==> config.mk <==
export PLATFORM = sky130hd
export DESIGN_NAME = one_hot_decoder
export DESIGN_NICKNAME = d
export VERILOG_FILES = /design/src/rtl/one_hot_decoder.sv
export SDC_FILE = /design/constraint.sdc
export NUM_CORES = 1
export LEC_CHECK = 0
export BUFFER_PORTS_ARGS = -buffer_cell sky130_fd_sc_hd__buf_4
export CAP_MARGIN = 10
export CELL_PAD_IN_SITES_DETAIL_PLACEMENT = 0
export CELL_PAD_IN_SITES_GLOBAL_PLACEMENT = 2
export CORE_MARGIN = 1
export CORE_UTILIZATION = 35
export CTS_BUF_LIST = sky130_fd_sc_hd__clkbuf_8
export CTS_CLUSTER_DIAMETER = 40
export CTS_CLUSTER_SIZE = 40
export DETAILED_ROUTE_END_ITERATION = 10
export PLACE_DENSITY_LB_ADDON = 0.15
export SYNTH_ARGS = -nofsm -noshare
export SYNTH_HDL_FRONTEND = slang
export SYNTH_SLANG_ARGS = --single-unit
==> constraint.sdc <==
create_clock -name clk -period 1.9 [get_ports clk]
set_input_delay 0.475 -clock clk [delete_from_list [all_inputs] [get_ports clk]]
set_output_delay 0.475 -clock clk [all_outputs]
set_load 0.02 [all_outputs]
==> src/rtl/one_hot_decoder.sv <==
// one_hot_decoder: rebuilds an N-bit one-hot word from a bit index plus a
// non-zero flag. This is the inverse of the find-first-one encoder.
// It is a two-stage valid/ready pipeline with full throughput.
//   S1 registers {index, nz}.
//   S2 registers the decoded word and the out-of-range error flag.
// Optional feature macro: DEC_THERMO_EN adds out_mask, an LSB-filled
// thermometer mask that is registered alongside out_word.
module one_hot_decoder #(
  parameter int N = 32,
  localparam int INDEX_WIDTH = $clog2(N)
) (
  input  logic                   clk,
  input  logic                   rst,
  input  logic                   in_valid,
  output logic                   in_ready,
  input  logic [INDEX_WIDTH-1:0] in_index,
  input  logic                   in_nz,
  output logic                   out_valid,
  input  logic                   out_ready,
  output logic [N-1:0]           out_word,
  output logic                   out_err
`ifdef DEC_THERMO_EN
  ,
  output logic [N-1:0]           out_mask
`endif
);

  // Index is in range when it names one of the N word bits. Enumerating the
  // legal values avoids a constant compare that is always true when N = 2**W.
  function automatic logic index_in_range(input logic [INDEX_WIDTH-1:0] idx);
    logic hit;
    hit = 1'b0;
    for (int k = 0; k < N; k++) begin
      if (idx == INDEX_WIDTH'(k)) hit = 1'b1;
    end
    return hit;
  endfunction

  function automatic logic [N-1:0] decode_word(input logic                   nz,
                                               input logic [INDEX_WIDTH-1:0] idx);
    logic [N-1:0] w;
    w = '0;
    for (int k = 0; k < N; k++) begin
      w[k] = nz && (idx == INDEX_WIDTH'(k));
    end
    return w;
  endfunction

  function automatic logic decode_err(input logic                   nz,
                                      input logic [INDEX_WIDTH-1:0] idx);
    return nz && !index_in_range(idx);
  endfunction

`ifdef DEC_THERMO_EN
  // Every bit at or below the set bit is 1. A zero word yields a zero mask,
  // which covers both the nz=0 case and the error case.
  function automatic logic [N-1:0] thermo_mask(input logic [N-1:0] w);
    logic [N-1:0] m;
    logic         acc;
    m   = '0;
    acc = 1'b0;
    for (int k = N - 1; k >= 0; k--) begin
      acc  = acc | w[k];
      m[k] = acc;
    end
    return m;
  endfunction
`endif

  logic                   r_vld_p1;
  logic [INDEX_WIDTH-1:0] r_index_p1;
  logic                   r_nz_p1;
  logic                   r_vld_p2;
  logic [N-1:0]           r_word_p2;
  logic                   r_err_p2;
  logic                   w_s2_free;
  logic                   w_s1_load;
  logic                   w_s2_load;

  // S2 can take new data when it is empty or is being drained this cycle.
  // Because S2 can take data, S1 can also take data, so there is no bubble
  // on a single-cycle stall.
  assign w_s2_free = ~r_vld_p2 | out_ready;
  assign in_ready  = ~r_vld_p1 | w_s2_free;
  assign w_s1_load = in_valid & in_ready;
  assign w_s2_load = r_vld_p1 & w_s2_free;

  // Stage valids: reset clears anything in flight.
  always_ff @(posedge clk or posedge rst) begin
    if (rst) begin
      r_vld_p1 <= 1'b0;
      r_vld_p2 <= 1'b0;
    end else begin
      if (in_ready)  r_vld_p1 <= in_valid;
      if (w_s2_free) r_vld_p2 <= r_vld_p1;
    end
  end

  // ---- S0 -> S1: capture index and nz (only when a transfer happens) ----
  always_ff @(posedge clk) begin
    if (w_s1_load) begin
      r_index_p1 <= in_index;
      r_nz_p1    <= in_nz;
    end
  end

  // ---- S1 -> S2: decode. Outputs are zero out of reset and hold while stalled ----
  always_ff @(posedge clk or posedge rst) begin
    if (rst) begin
      r_word_p2 <= '0;
      r_err_p2  <= 1'b0;
    end else if (w_s2_load) begin
      r_word_p2 <= decode_word(r_nz_p1, r_index_p1);
      r_err_p2  <= decode_err(r_nz_p1, r_index_p1);
    end
  end

`ifdef DEC_THERMO_EN
  logic [N-1:0] r_mask_p2;

  // Thermometer mask register, loaded together with the decoded word.
  always_ff @(posedge clk or posedge rst) begin
    if (rst) begin
      r_mask_p2 <= '0;
    end else if (w_s2_load) begin
      r_mask_p2 <= thermo_mask(decode_word(r_nz_p1, r_index_p1));
    end
  end

  assign out_mask = r_mask_p2;
`endif

  assign out_valid = r_vld_p2;
  assign out_word  = r_word_p2;
  assign out_err   = r_err_p2;

endmodule
Word level (Yosys, flattened, before mapping)
Cells that the tools add are included.
- output and inout bits: 35
- flip-flop bits (word level): 41
- RAM bits: 0
- input bits: 10
- ROM bits: 0
- bits in latches: 0
- memories: 0
- word-level logic and storage cells: 111
- reduce and logical (&&, ||, !) cells: 35
- multiply operators: 0
- add/subtract/negate cells: 0
- bitwise operators: 6
- multiplexer cells: 33
- magnitude comparators: 0
- div/mod/pow operators: 0
- equality and inequality tests: 31
- shift-type cells: 0
- operators by type and width (cell ; count):
    5-bit equality test (second input constant) ; 16
    5-bit by 4-bit equality test with 1-bit output (second input constant) ; 8
    1-bit logical AND ; 33
    1-bit two-way mux ; 33
    5-bit by 3-bit equality test with 1-bit output (second input constant) ; 4
    5-bit by 2-bit equality test with 1-bit output (second input constant) ; 2
    5-bit by 1-bit equality test with 1-bit output (second input constant) ; 1
    5-bit logical NOT ; 1
    1-bit AND ; 2
    1-bit NOT ; 2
    1-bit OR ; 2
    1-bit logical NOT ; 1

Longest topological paths before layout
Gate-level depths: netlist of run 1.
- word-level depth: 36
- mapped depth: 5
- depth with buffers taken out: 3

Least setup slack after synthesis of run 1
No wires, ideal clock.
- kind: in2reg
- from: input out_ready
- to: register r_index_p1[0] (enable)
- setup slack: 266 ps
- buffers on the path: 1
- setup time: 267 ps
- arrival time: 1367 ps
- cell stages on the path: 4
- cell sequence: nand2b_1 buf_2 or2_2 and2_1
- word-level cells in the longest chain between the ends: 3
- ends and longest elaborated chain (item ; line ; text):
    from (decl) ; 19 ; input logic out_ready,
    1-bit OR ; 83 ; assign w_s2_free = ~r_vld_p2 | out_ready;
    1-bit OR ; 84 ; assign in_ready = ~r_vld_p1 | w_s2_free;
    via in_ready ; 15 ; output logic in_ready,
    1-bit AND ; 85 ; assign w_s1_load = in_valid & in_ready;
    via w_s1_load ; 77 ; logic w_s1_load;
    to (signal assigned) ; 102 ; r_index_p1 <= in_index;
    to (decl) ; 71 ; logic [INDEX_WIDTH-1:0] r_index_p1;
The timed path passes the listed nets, and every way through them passes these cells.
A chain may end at the register's enable or synchronous reset.

Final worst setup path of run 1
- from: register r_vld_p1
- to: output in_ready
- word-level cells in the longest chain between the ends: 2
- ends and longest elaborated chain (item ; line ; text):
    from (decl) ; 70 ; logic r_vld_p1;
    from (signal assigned) ; 94 ; if (in_ready) r_vld_p1 <= in_valid;
    1-bit NOT ; 84 ;
    1-bit OR ; 84 ;
    to (decl) ; 15 ;
No other way between the ends.

==> qor.tcl, run 1 <==
set qor(rsz0062_at_grt) {no}
set qor(synth_edf_count) 6
set qor(cts_max_path_buffers) 2
set qor(synth.area.top_cells) {dfrtp_1 55%, o2bb2ai_1 17%, edfxtp_1 11%}
set qor(first_pass_grt_wire_length_mm) 5.80
set qor(grt_antenna_before_repair) 0
set qor(cts_resized) 0
set qor(timing.critical_path.required_ns) 1.42
set qor(finalNetCount) 173
set qor(maxCapViolCount) 0
set qor(hold_path_class) {in2async}
set qor(initial_utilization_pct) 36.6
set qor(pins_over_their_slew_limit) 0
set qor(synthTopCellsByCount) {35 x dfrtp_1, 31 x o2bb2ai_1, 6 x edfxtp_1}
set qor(gp_congestion) 0.727
set qor(power-per-cell-area_mw_per_mm2) 903
set qor(avgViaCountPerCell) 5.15
set qor(crit_arrival_ns) 1.28
set qor(wl_per_cell_um) 15.9
set qor(final_layout_size_suffix_gt1_share_pct) 39.0
set qor(met2RoutedLength_mm) 1.45
set qor(yosys_register_bits) 41
set qor(grtUsageTotal_pct) 15.8
set qor(leakage_nw) 0.982
set qor(drt-pass1-iter-count) 4
set qor(critPathKind) {reg2out}
set qor(yosysWarningCount) 0
set qor(crit_path_start_kind) {flop}
set qor(status) {complete, no violations}
set qor(postSynth.asyncResetShare_pct) 85.4
set qor(worstMarginPinSlew_ns) 0.439
set qor(final.period_utilization_pct) 92.2
set qor(synth.yosys.seq_area_share_pct) 66.4
set qor(hold_viol) 0
set qor(highest_layer) {met4}
set qor(stdcell_count) 216
set qor(max_slew_margin_pct) 70.8
set qor(port-buffer-count) 44
set qor(std_cell_rows) 24
set qor(met3_length_um) 214
set qor(worst-path-max-fanout) 6
set qor(die-area_mm2) 0.00482
set qor(detail_route.wirelength_mm) 3.44
set qor(avgSynthCellArea_um2) 14.2
set qor(setup_viol_count_final) 0
set qor(global_route.overflow_total) 0
set qor(fin_worst_skew_ns) 0.00339
set qor(final_layout_worst_hold_slack_ns) 0.269
set qor(die_height_um) 69.4
set qor(synth_area_leader_cell) {dfrtp_1}
set qor(ant_nets) 0
set qor(syn-cell-area_mm2) 0.00159
set qor(number_of_cells_in_the_design_after_placement) 208
set qor(tritoncts.num_buffers) 5
set qor(fmax_mhz) 571
set qor(worst_skew_pair_latency_ns) 0.29
set qor(post_synth_inst_count) 112
set qor(cts_tree) {done}
set qor(synth_cell_types) 25
set qor(first_global_vias) 1109
set qor(post_cts_buffers) 0
set qor(setup-tns-final_ns) 0
set qor(synth_most_common_cell) {dfrtp_1}
set qor(crit_path_end_kind) {output port}
set qor(grt_start_max_net_pins) 36
set qor(hpwlAfterDp_mm) 2.39
set qor(cts_hold_buffers) 0
set qor(synth_top_area_share_pct) 55.0
set qor(detailedRoute.firstIterationViolations) 67
set qor(path_clk_slew_ns) 0.08
set qor(clock-root-buffer) {clkbuf_8}
set qor(synth_flop_cell) {dfrtp_1}
set qor(layout-area-overhead-vs-synth_pct) 34.1
set qor(met1Wirelength_mm) 1.73
set qor(vias) 1112
set qor(cts_sinks) 41
set qor(syn-num-nets) 122
set qor(floorplan.io_pins) 45
set qor(core_mm2) 0.00435
set qor(n_antenna_cell) 0
set qor(finalWorstPathRequiredPeriod_ns) 1.75
set qor(worst_vdd_drop_mv) 0.489
set qor(htree_levels) 2
set qor(remaining_drc_errors) 0
set qor(floorplan.die.width_um) 69.4
sequential cells by signal (all words and copies together), names as in the netlist:
name,flops
r_nz_p1,1
out_err,1
r_index_p1,5
out_valid,1
out_word,32
r_vld_p1,1
metrics by stage:
stage                     area (um2)  util [%]  total power [mW]  worst slack, ns
after global routing            2130      49.0              2.01           0.0669
after global placement          2000      45.9              1.13            0.209
after floorplan                 1590         -              1.05            0.266
after CTS                       2130      49.0              1.96            0.136
final                           2130      49.0              1.93            0.148
after detailed placement        2000      45.9              1.13            0.214
metal layers:
layer | track usage, % | vias to the layer above
met5 | 0 | -
met2 | 21.5 | 39
met3 | 5.52 | 5
met1 | 23.1 | 537
li1 | - | 531
met4 | 6.12 | 0
kinds of logic (layout without fill, tap and decap cells):
logic type | after synthesis | after routing | synth area share (%)
flops | 41 | 41 | 66.4
compound gates | 31 | 31 | 17.1
simple gates | 31 | 31 | 13.4
buf+inv | 8 | 60 | 2.44
mux | 1 | 1 | 0.707
layout by cell type, fill, tap and decap left out, drive strengths merged:
master,n
clkinv,1
mux2,1
nand4b,1
edfxtp,6
and4,1
and2b,1
nand4,3
dfrtp,35
nand3b,3
and2,2
inv,2
nor2,1
or3b,7
buf,50
nor2b,1
nand2b,4
nand2,3
o2bb2ai,31
bufinv,2
or2,1
or3,1
clkbuf,5
nand3,2
worst max-delay path, cell delays in order (launching register included):
cell and delay (ns):
dfrtp_1 0.43, inv_1 0.07, or2_2 0.32, buf_4 0.17
path summary, 6_finish.rpt:
check,endpoint,startpoint,depth (start not counted),slack (ns)
min in group clk,r_index_p1[2],in_index[2],1,0.35
worst min register to register,out_word[11],out_word[11],1,0.49
worst max register to register,out_word[4],r_index_p1[1],3,0.28
max in group asynchronous,out_word[19],rst,3,1.31
worst min-delay path,out_valid,rst,3,0.27
worst max-delay path,in_ready,r_vld_p1,3,0.15
report_power, final:
group	internal (mW)	total, mW	switching, mW
clock	0.522	0.820	0.299
sequential	0.916	0.937	0.0211
combinational	0.0692	0.170	0.100
total	1.51	1.93	0.420
final cells by class:
class / count / area, um2
clock buffers: 5 / 68.8
flip-flops and latches: 41 / 1060
clock inverters: 3 / 65.1
well taps: 52 / 65.1
repair buffers: 50 / 375
inverters: 2 / 7.51
fillers: 406 / 2220
multi-input cells: 63 / 497
(Power assumes the default switching activity.)
==> run 2, diff against run 1 <==
Settings changed: BUFFER_PORTS_ARGS -buffer_cell sky130_fd_sc_hd__buf_4 to -buffer_cell sky130_fd_sc_hd__buf_2.
==> run 2 against run 1 <==
Effect of this change: design area shrank 4.7%; sequential share of layout area grew 2.5 points; combinational power is essentially flat; clock power shrank 13%; register-to-register slack is essentially flat; die area is the same; flip-flop and latch count is the same; maximum frequency shrank 2.7%; first-iteration DRC count shrank 10%; wire length grew 4.7%; sequential power is essentially flat; global-route usage grew 0.53 points; largest cell class unchanged.
==> qor.tcl, run 2 (synthesis results as in run 1) <==
set qor(remaining_drc_errors) 0 ;# unchanged
set qor(first_global_vias) 1172 ;# was 1,109
set qor(rsz0062_at_grt) {no} ;# unchanged
set qor(timing.critical_path.required_ns) 1.42 ;# about the same
set qor(reg2regPathDepth) 3 ;# unchanged
set qor(placement.setup.worst_slack_ns) 0.223 ;# was 0.214 ns
set qor(hold_path_class) {in2async} ;# unchanged
set qor(power-per-cell-area_mw_per_mm2) 894 ;# was 903 mW/mm2
set qor(floorplan.die.width_um) 69.4 ;# unchanged
set qor(final.period_utilization_pct) 94.7 ;# was 92.2%
set qor(grt_start_max_net_pins) 36 ;# unchanged
set qor(status) {complete, no violations} ;# unchanged
set qor(first_pass_grt_wire_length_mm) 6.00 ;# was 5.80 mm
set qor(grt_antenna_before_repair) 0 ;# unchanged
set qor(cp_slowest_stage_delay_ns) 0.41 ;# was 0.43 ns
set qor(pins_over_their_slew_limit) 0 ;# unchanged
set qor(fmax_mhz) 556 ;# was 571 MHz
set qor(global_route.overflow_total) 0 ;# unchanged
set qor(max_slew_margin_pct) 70.4 ;# was 70.8%
set qor(detailedRoute.firstIterationViolations) 60 ;# was 67
set qor(layout-area-overhead-vs-synth_pct) 27.8 ;# was 34.1%
set qor(cp.buffers_inverters) 2 ;# unchanged
set qor(worst-path-max-fanout) 5 ;# was 6
set qor(path_delay_family) {flip-flops} ;# unchanged
set qor(final_layout_size_suffix_gt1_share_pct) 40.7 ;# was 39.0%
set qor(r2r_setup_slack_ns) 0.29 ;# was 0.28 ns
set qor(crit_arrival_ns) 1.32 ;# was 1.28 ns
set qor(ant_nets) 0 ;# unchanged
set qor(setup-tns-final_ns) 0 ;# unchanged
set qor(layout.cells.most_common_list) {44 x buf_2, 34 x dfrtp_1, 31 x o2bb2ai_1} ;# was 50 x buf_4, 35 x dfrtp_1, 31 x o2bb2ai_1
set qor(floorplan.io_pins) 45 ;# unchanged
set qor(slowest_stage) {dfrtp_2} ;# was dfrtp_1
set qor(wl_per_cell_um) 16.4 ;# was 15.9 um
set qor(maxCapViolCount) 0 ;# unchanged
set qor(die_height_um) 69.4 ;# unchanged
set qor(n_antenna_cell) 0 ;# unchanged
set qor(cts_sinks) 41 ;# unchanged
set qor(path_clk_slew_ns) 0.08 ;# about the same
set qor(rr_startpoint) {r_index_p1[1]} ;# unchanged
set qor(max_reg_flops) 32 ;# unchanged
set qor(htree_levels) 2 ;# unchanged
set qor(finalNetCount) 176 ;# was 173
set qor(fin_worst_skew_ns) 0.00601 ;# was 0.00339 ns
set qor(finalWorstPathRequiredPeriod_ns) 1.80 ;# was 1.75 ns
set qor(number_of_cells_in_the_design_after_placement) 207 ;# was 208
set qor(crit_path_start_kind) {flop} ;# unchanged
set qor(die-area_mm2) 0.00482 ;# unchanged
set qor(clock-root-buffer) {clkbuf_8} ;# unchanged
set qor(grtUsageTotal_pct) 16.4 ;# was 15.8%
set qor(initial_utilization_pct) 36.6 ;# unchanged
set qor(fin_ws_ns) 0.100 ;# was 0.148 ns
set qor(regToRegEndpoint) {out_word[4]} ;# unchanged
set qor(critPathKind) {reg2out} ;# unchanged
set qor(port-buffer-count) 44 ;# unchanged
set qor(drt-pass1-iter-count) 4 ;# unchanged
set qor(ordered_list_of_cells_on_the_worst_path) {clkinvlp_4 > or2_2 > buf_2} ;# was inv_1 > or2_2 > buf_4
set qor(setup_viol_count_final) 0 ;# unchanged
set qor(worst_vdd_drop_mv) 0.297 ;# was 0.489 mV
set qor(worst_skew_pair_latency_ns) 0.30 ;# was 0.29 ns
set qor(leakage_nw) 0.976 ;# was 0.982 nW
set qor(detail_route.wirelength_mm) 3.60 ;# was 3.44 mm
set qor(gp_congestion) 0.712 ;# was 0.727
set qor(final_common_cell) {buf_2} ;# was buf_4
set qor(hpwlAfterDp_mm) 2.45 ;# was 2.39 mm
set qor(avgViaCountPerCell) 5.16 ;# was 5.15
set qor(crit_path_end_kind) {output port} ;# unchanged
set qor(cts_tree) {done} ;# unchanged
set qor(stdcell_count) 219 ;# was 216
set qor(worstMarginPinSlew_ns) 0.444 ;# was 0.439 ns
set qor(tritoncts.num_buffers) 5 ;# unchanged
set qor(cts_max_path_buffers) 2 ;# unchanged
set qor(hold_viol) 0 ;# unchanged
set qor(vias) 1129 ;# was 1,112
set qor(core_mm2) 0.00435 ;# unchanged
set qor(std_cell_rows) 24 ;# unchanged
-- run 2: timing repair --
item / 4_1_cts / 5_1_grt
resized for setup: 0 / 2
buffers inserted: 0 / 4
setup endpoints to repair: 0 / 1
hold buffers: 0 / 0
-- run 2: per-stage QoR --
step | hold slack [ns] | utilization [%] | total power, mW | instance area (um2)
floorplan | 0.550 | - | 1.05 | 1590
global placement | 0.465 | 43.2 | 1.11 | 1880
detailed placement | 0.468 | 43.2 | 1.11 | 1880
CTS | 0.283 | 45.9 | 1.83 | 2000
global route | 0.302 | 46.7 | 1.90 | 2030
finish | 0.261 | 46.7 | 1.82 | 2030
-- run 2: metal layers --
| layer | GRT usage, % | vias to the layer above | wire, um | share of wire, % |
|---|---|---|---|---|
| met3 | 5.09 | 6 | 220 | 6.1 |
| li1 | - | 534 | - | - |
| met2 | 24.1 | 37 | 1530 | 42 |
| met5 | 0 | - | 0 | 0 |
| met1 | 22.7 | 552 | 1790 | 50 |
| met4 | 6.12 | 0 | 61 | 1.7 |
-- run 2: worst min-delay path, delay by kind of cell --
| kind | cells | cell delay [ns] |
|---|---|---|
| buffers and inverters | 3 | 0.51 |
-- run 2: how the worst max path moves through the flow --
stage / end / cells after the start / slack [ns] / from
floorplan: r_index_p1[0] / 4 / 0.27 / out_ready
finish: in_ready / 3 / 0.10 / r_vld_p1
CTS: in_ready / 3 / 0.003 / r_vld_p1
detailed placement: in_ready / 4 / 0.22 / out_ready
global placement: in_ready / 4 / 0.22 / out_ready
global route: in_ready / 3 / 0.03 / r_vld_p1
-- run 2: area by class of cell --
class | count | area (um2)
Fill cell | 412 | 2320
Sequential cell | 41 | 1060
Multi-Input combinational cell | 63 | 497
Timing Repair Buffer | 53 | 288
Clock buffer | 6 | 82.6
Tap cell | 52 | 65.1
Clock inverter | 2 | 33.8
Inverter | 2 | 11.3
-- run 2: report_power, final --
group	switching (mW)	internal [mW]	leakage, nW
Combinational	0.106	0.0615	0.376
Sequential	0.0204	0.917	0.537
Clock	0.291	0.423	0.0626
Total	0.417	1.40	0.976
==> run 3, diff against run 2 <==
==> constraint.sdc (replaced) <==
create_clock -name clk -period 1.9 [get_ports clk]
set_input_delay 0.38 -clock clk [delete_from_list [all_inputs] [get_ports clk]]
set_output_delay 0.38 -clock clk [all_outputs]
set_load 0.02 [all_outputs]
==> run 3 against run 2 <==
Effect of this change: critical path depth stayed put; utilization is 0.75 points lower; power is 0.41% higher; maximum frequency is 0.32% higher; count of clock-buffer cells in the layout stayed put; die area stayed put.
==> qor.tcl, run 3 (synthesis results as in run 1) <==
set qor(status) {complete, no violations} ;# unchanged
set qor(final.period_utilization_pct) 94.4 ;# was 94.7%
set qor(std_cell_rows) 24 ;# unchanged
set qor(worst-path-max-fanout) 8 ;# was 5
set qor(ant_nets) 0 ;# unchanged
set qor(path_delay_family) {flip-flops} ;# unchanged
set qor(fmax_mhz) 557 ;# was 556 MHz
set qor(cts_resized) 0 ;# unchanged
set qor(detail_route.wirelength_mm) 3.60 ;# about the same
set qor(hold_path_class) {in2async} ;# unchanged
set qor(power-per-cell-area_mw_per_mm2) 912 ;# was 894 mW/mm2
set qor(n_antenna_cell) 0 ;# unchanged
set qor(timing.critical_path.required_ns) 1.52 ;# was 1.42 ns
set qor(layout-area-overhead-vs-synth_pct) 25.8 ;# was 27.8%
set qor(first_global_vias) 1151 ;# was 1,172
set qor(worst_vdd_drop_mv) 0.381 ;# was 0.297 mV
set qor(worstMarginPinSlew_ns) 0.433 ;# was 0.444 ns
set qor(drt-pass1-iter-count) 4 ;# unchanged
set qor(htree_levels) 2 ;# unchanged
set qor(regToRegEndpoint) {out_word[4]} ;# unchanged
set qor(cts_tree) {done} ;# unchanged
set qor(cts_max_path_buffers) 2 ;# unchanged
set qor(fin_total_pwr_mw) 1.83 ;# was 1.82 mW
set qor(slowest_stage) {dfrtp_1} ;# was dfrtp_2
set qor(finish.instance_area_mm2) 0.00200 ;# was 0.00203 mm2
set qor(pins_over_their_slew_limit) 0 ;# unchanged
set qor(rr_startpoint) {r_index_p1[1]} ;# unchanged
set qor(setup_viol_count_final) 0 ;# unchanged
set qor(crit_path_end_kind) {output port} ;# unchanged
set qor(floorplan.io_pins) 45 ;# unchanged
set qor(fin_worst_skew_ns) 0.00740 ;# was 0.00601 ns
set qor(setup-tns-final_ns) 0 ;# unchanged
set qor(core_mm2) 0.00435 ;# unchanged
set qor(hpwlAfterDp_mm) 2.50 ;# was 2.45 mm
set qor(hold_viol) 0 ;# unchanged
set qor(final_common_cell) {buf_2} ;# unchanged
set qor(layout.cells.most_common_list) {44 x buf_2, 35 x dfrtp_1, 31 x o2bb2ai_1} ;# was 44 x buf_2, 34 x dfrtp_1, 31 x o2bb2ai_1
set qor(final_layout_worst_hold_slack_ns) 0.165 ;# was 0.261 ns
set qor(grtUsageTotal_pct) 16.4 ;# about the same
set qor(die-area_mm2) 0.00482 ;# unchanged
set qor(cp.buffers_inverters) 2 ;# unchanged
set qor(final_layout_size_suffix_gt1_share_pct) 38.7 ;# was 40.7%
set qor(detailedRoute.firstIterationViolations) 67 ;# was 60
set qor(grt_start_max_net_pins) 36 ;# unchanged
set qor(worst_skew_pair_latency_ns) 0.30 ;# about the same
set qor(remaining_drc_errors) 0 ;# unchanged
set qor(r2r_setup_slack_ns) 0.33 ;# was 0.29 ns
set qor(ordered_list_of_cells_on_the_worst_path) {inv_1 > or2_2 > buf_2} ;# was clkinvlp_4 > or2_2 > buf_2
set qor(cp_slowest_stage_delay_ns) 0.43 ;# was 0.41 ns
set qor(vias) 1121 ;# was 1,129
set qor(finalWorstPathRequiredPeriod_ns) 1.79 ;# was 1.80 ns
set qor(avgViaCountPerCell) 5.21 ;# was 5.16
set qor(floorplan.die.width_um) 69.4 ;# unchanged
set qor(tritoncts.num_buffers) 5 ;# unchanged
set qor(critPathKind) {reg2out} ;# unchanged
set qor(rsz0062_at_grt) {no} ;# unchanged
set qor(clock-root-buffer) {clkbuf_8} ;# unchanged
set qor(path_clk_slew_ns) 0.08 ;# about the same
set qor(port-buffer-count) 44 ;# unchanged
set qor(gp_congestion) 0.748 ;# was 0.712
set qor(crit_arrival_ns) 1.41 ;# was 1.32 ns
set qor(global_route.overflow_total) 0 ;# unchanged
set qor(max_reg_flops) 32 ;# unchanged
set qor(first_pass_grt_wire_length_mm) 6.06 ;# was 6.00 mm
set qor(max_slew_margin_pct) 71.1 ;# was 70.4%
set qor(cts_hold_buffers) 0 ;# unchanged
set qor(leakage_nw) 0.963 ;# was 0.976 nW
set qor(grt_antenna_before_repair) 0 ;# unchanged
set qor(maxCapViolCount) 0 ;# unchanged
set qor(finalNetCount) 172 ;# was 176
set qor(cts_sinks) 41 ;# unchanged
set qor(reg2regPathDepth) 3 ;# unchanged
set qor(initial_utilization_pct) 36.6 ;# unchanged
set qor(crit_path_start_kind) {flop} ;# unchanged
set qor(wl_per_cell_um) 16.7 ;# was 16.4 um
set qor(placement.cell_area_mm2) 0.00188 ;# unchanged
set qor(post_cts_buffers) 0 ;# unchanged
set qor(utilization_pct) 46.0 ;# was 46.7%
set qor(die_height_um) 69.4 ;# unchanged
==> run 3: routing by layer <==
metal  up-vias  global-route usage, %  share of wire [%]
met5         -                      0                  0
met4         0                   5.44               0.53
met3         2                   5.38                5.1
met2        37                   23.4                 45
met1       552                   23.6                 50
li1        530                      -                  -
==> run 3: worst max path at each step <==
stage | to | slack, ns | start | cells past startpoint
6_report | in_ready | 0.11 | r_vld_p1 | 3
5_1_grt | in_ready | 0.01 | r_vld_p1 | 3
4_1_cts | in_ready | 0.09 | r_vld_p1 | 3
3_5_place_dp | out_word[4] | 0.34 | r_index_p1[1] | 3
3_3_place_gp | out_word[12] | 0.37 | r_index_p1[1] | 3
2_1_floorplan | r_index_p1[0] | 0.35 | out_valid | 4
==> run 3: layout make-up <==
class | count | area [um2]
inverters | 2 | 7.51
fillers | 399 | 2350
multi-input cells | 63 | 497
clock buffers | 6 | 82.6
clock inverters | 2 | 36.3
repair buffers | 49 | 258
flip-flops and latches | 41 | 1060
well taps | 52 | 65.1
==> run 3: where the power goes <==
group,total [mW],leakage (nW),internal (mW),switching [mW]
combinational,0.156,0.364,0.0534,0.103
sequential,0.936,0.538,0.916,0.0198
clock,0.734,0.0617,0.428,0.305
==> run 3: worst min-delay path, cell delays in order <==
cell and delay [ns]:
buf_2 0.09, inv_1 0.04, buf_4 0.37
==> run 3: per-stage QoR <==
step / worst slack [ns] / cells
after global routing: 0.0144 / 215
after global placement: 0.373 / 207
final: 0.106 / 215
after floorplan: 0.351 / 112
after detailed placement: 0.340 / 207
after CTS: 0.0948 / 215
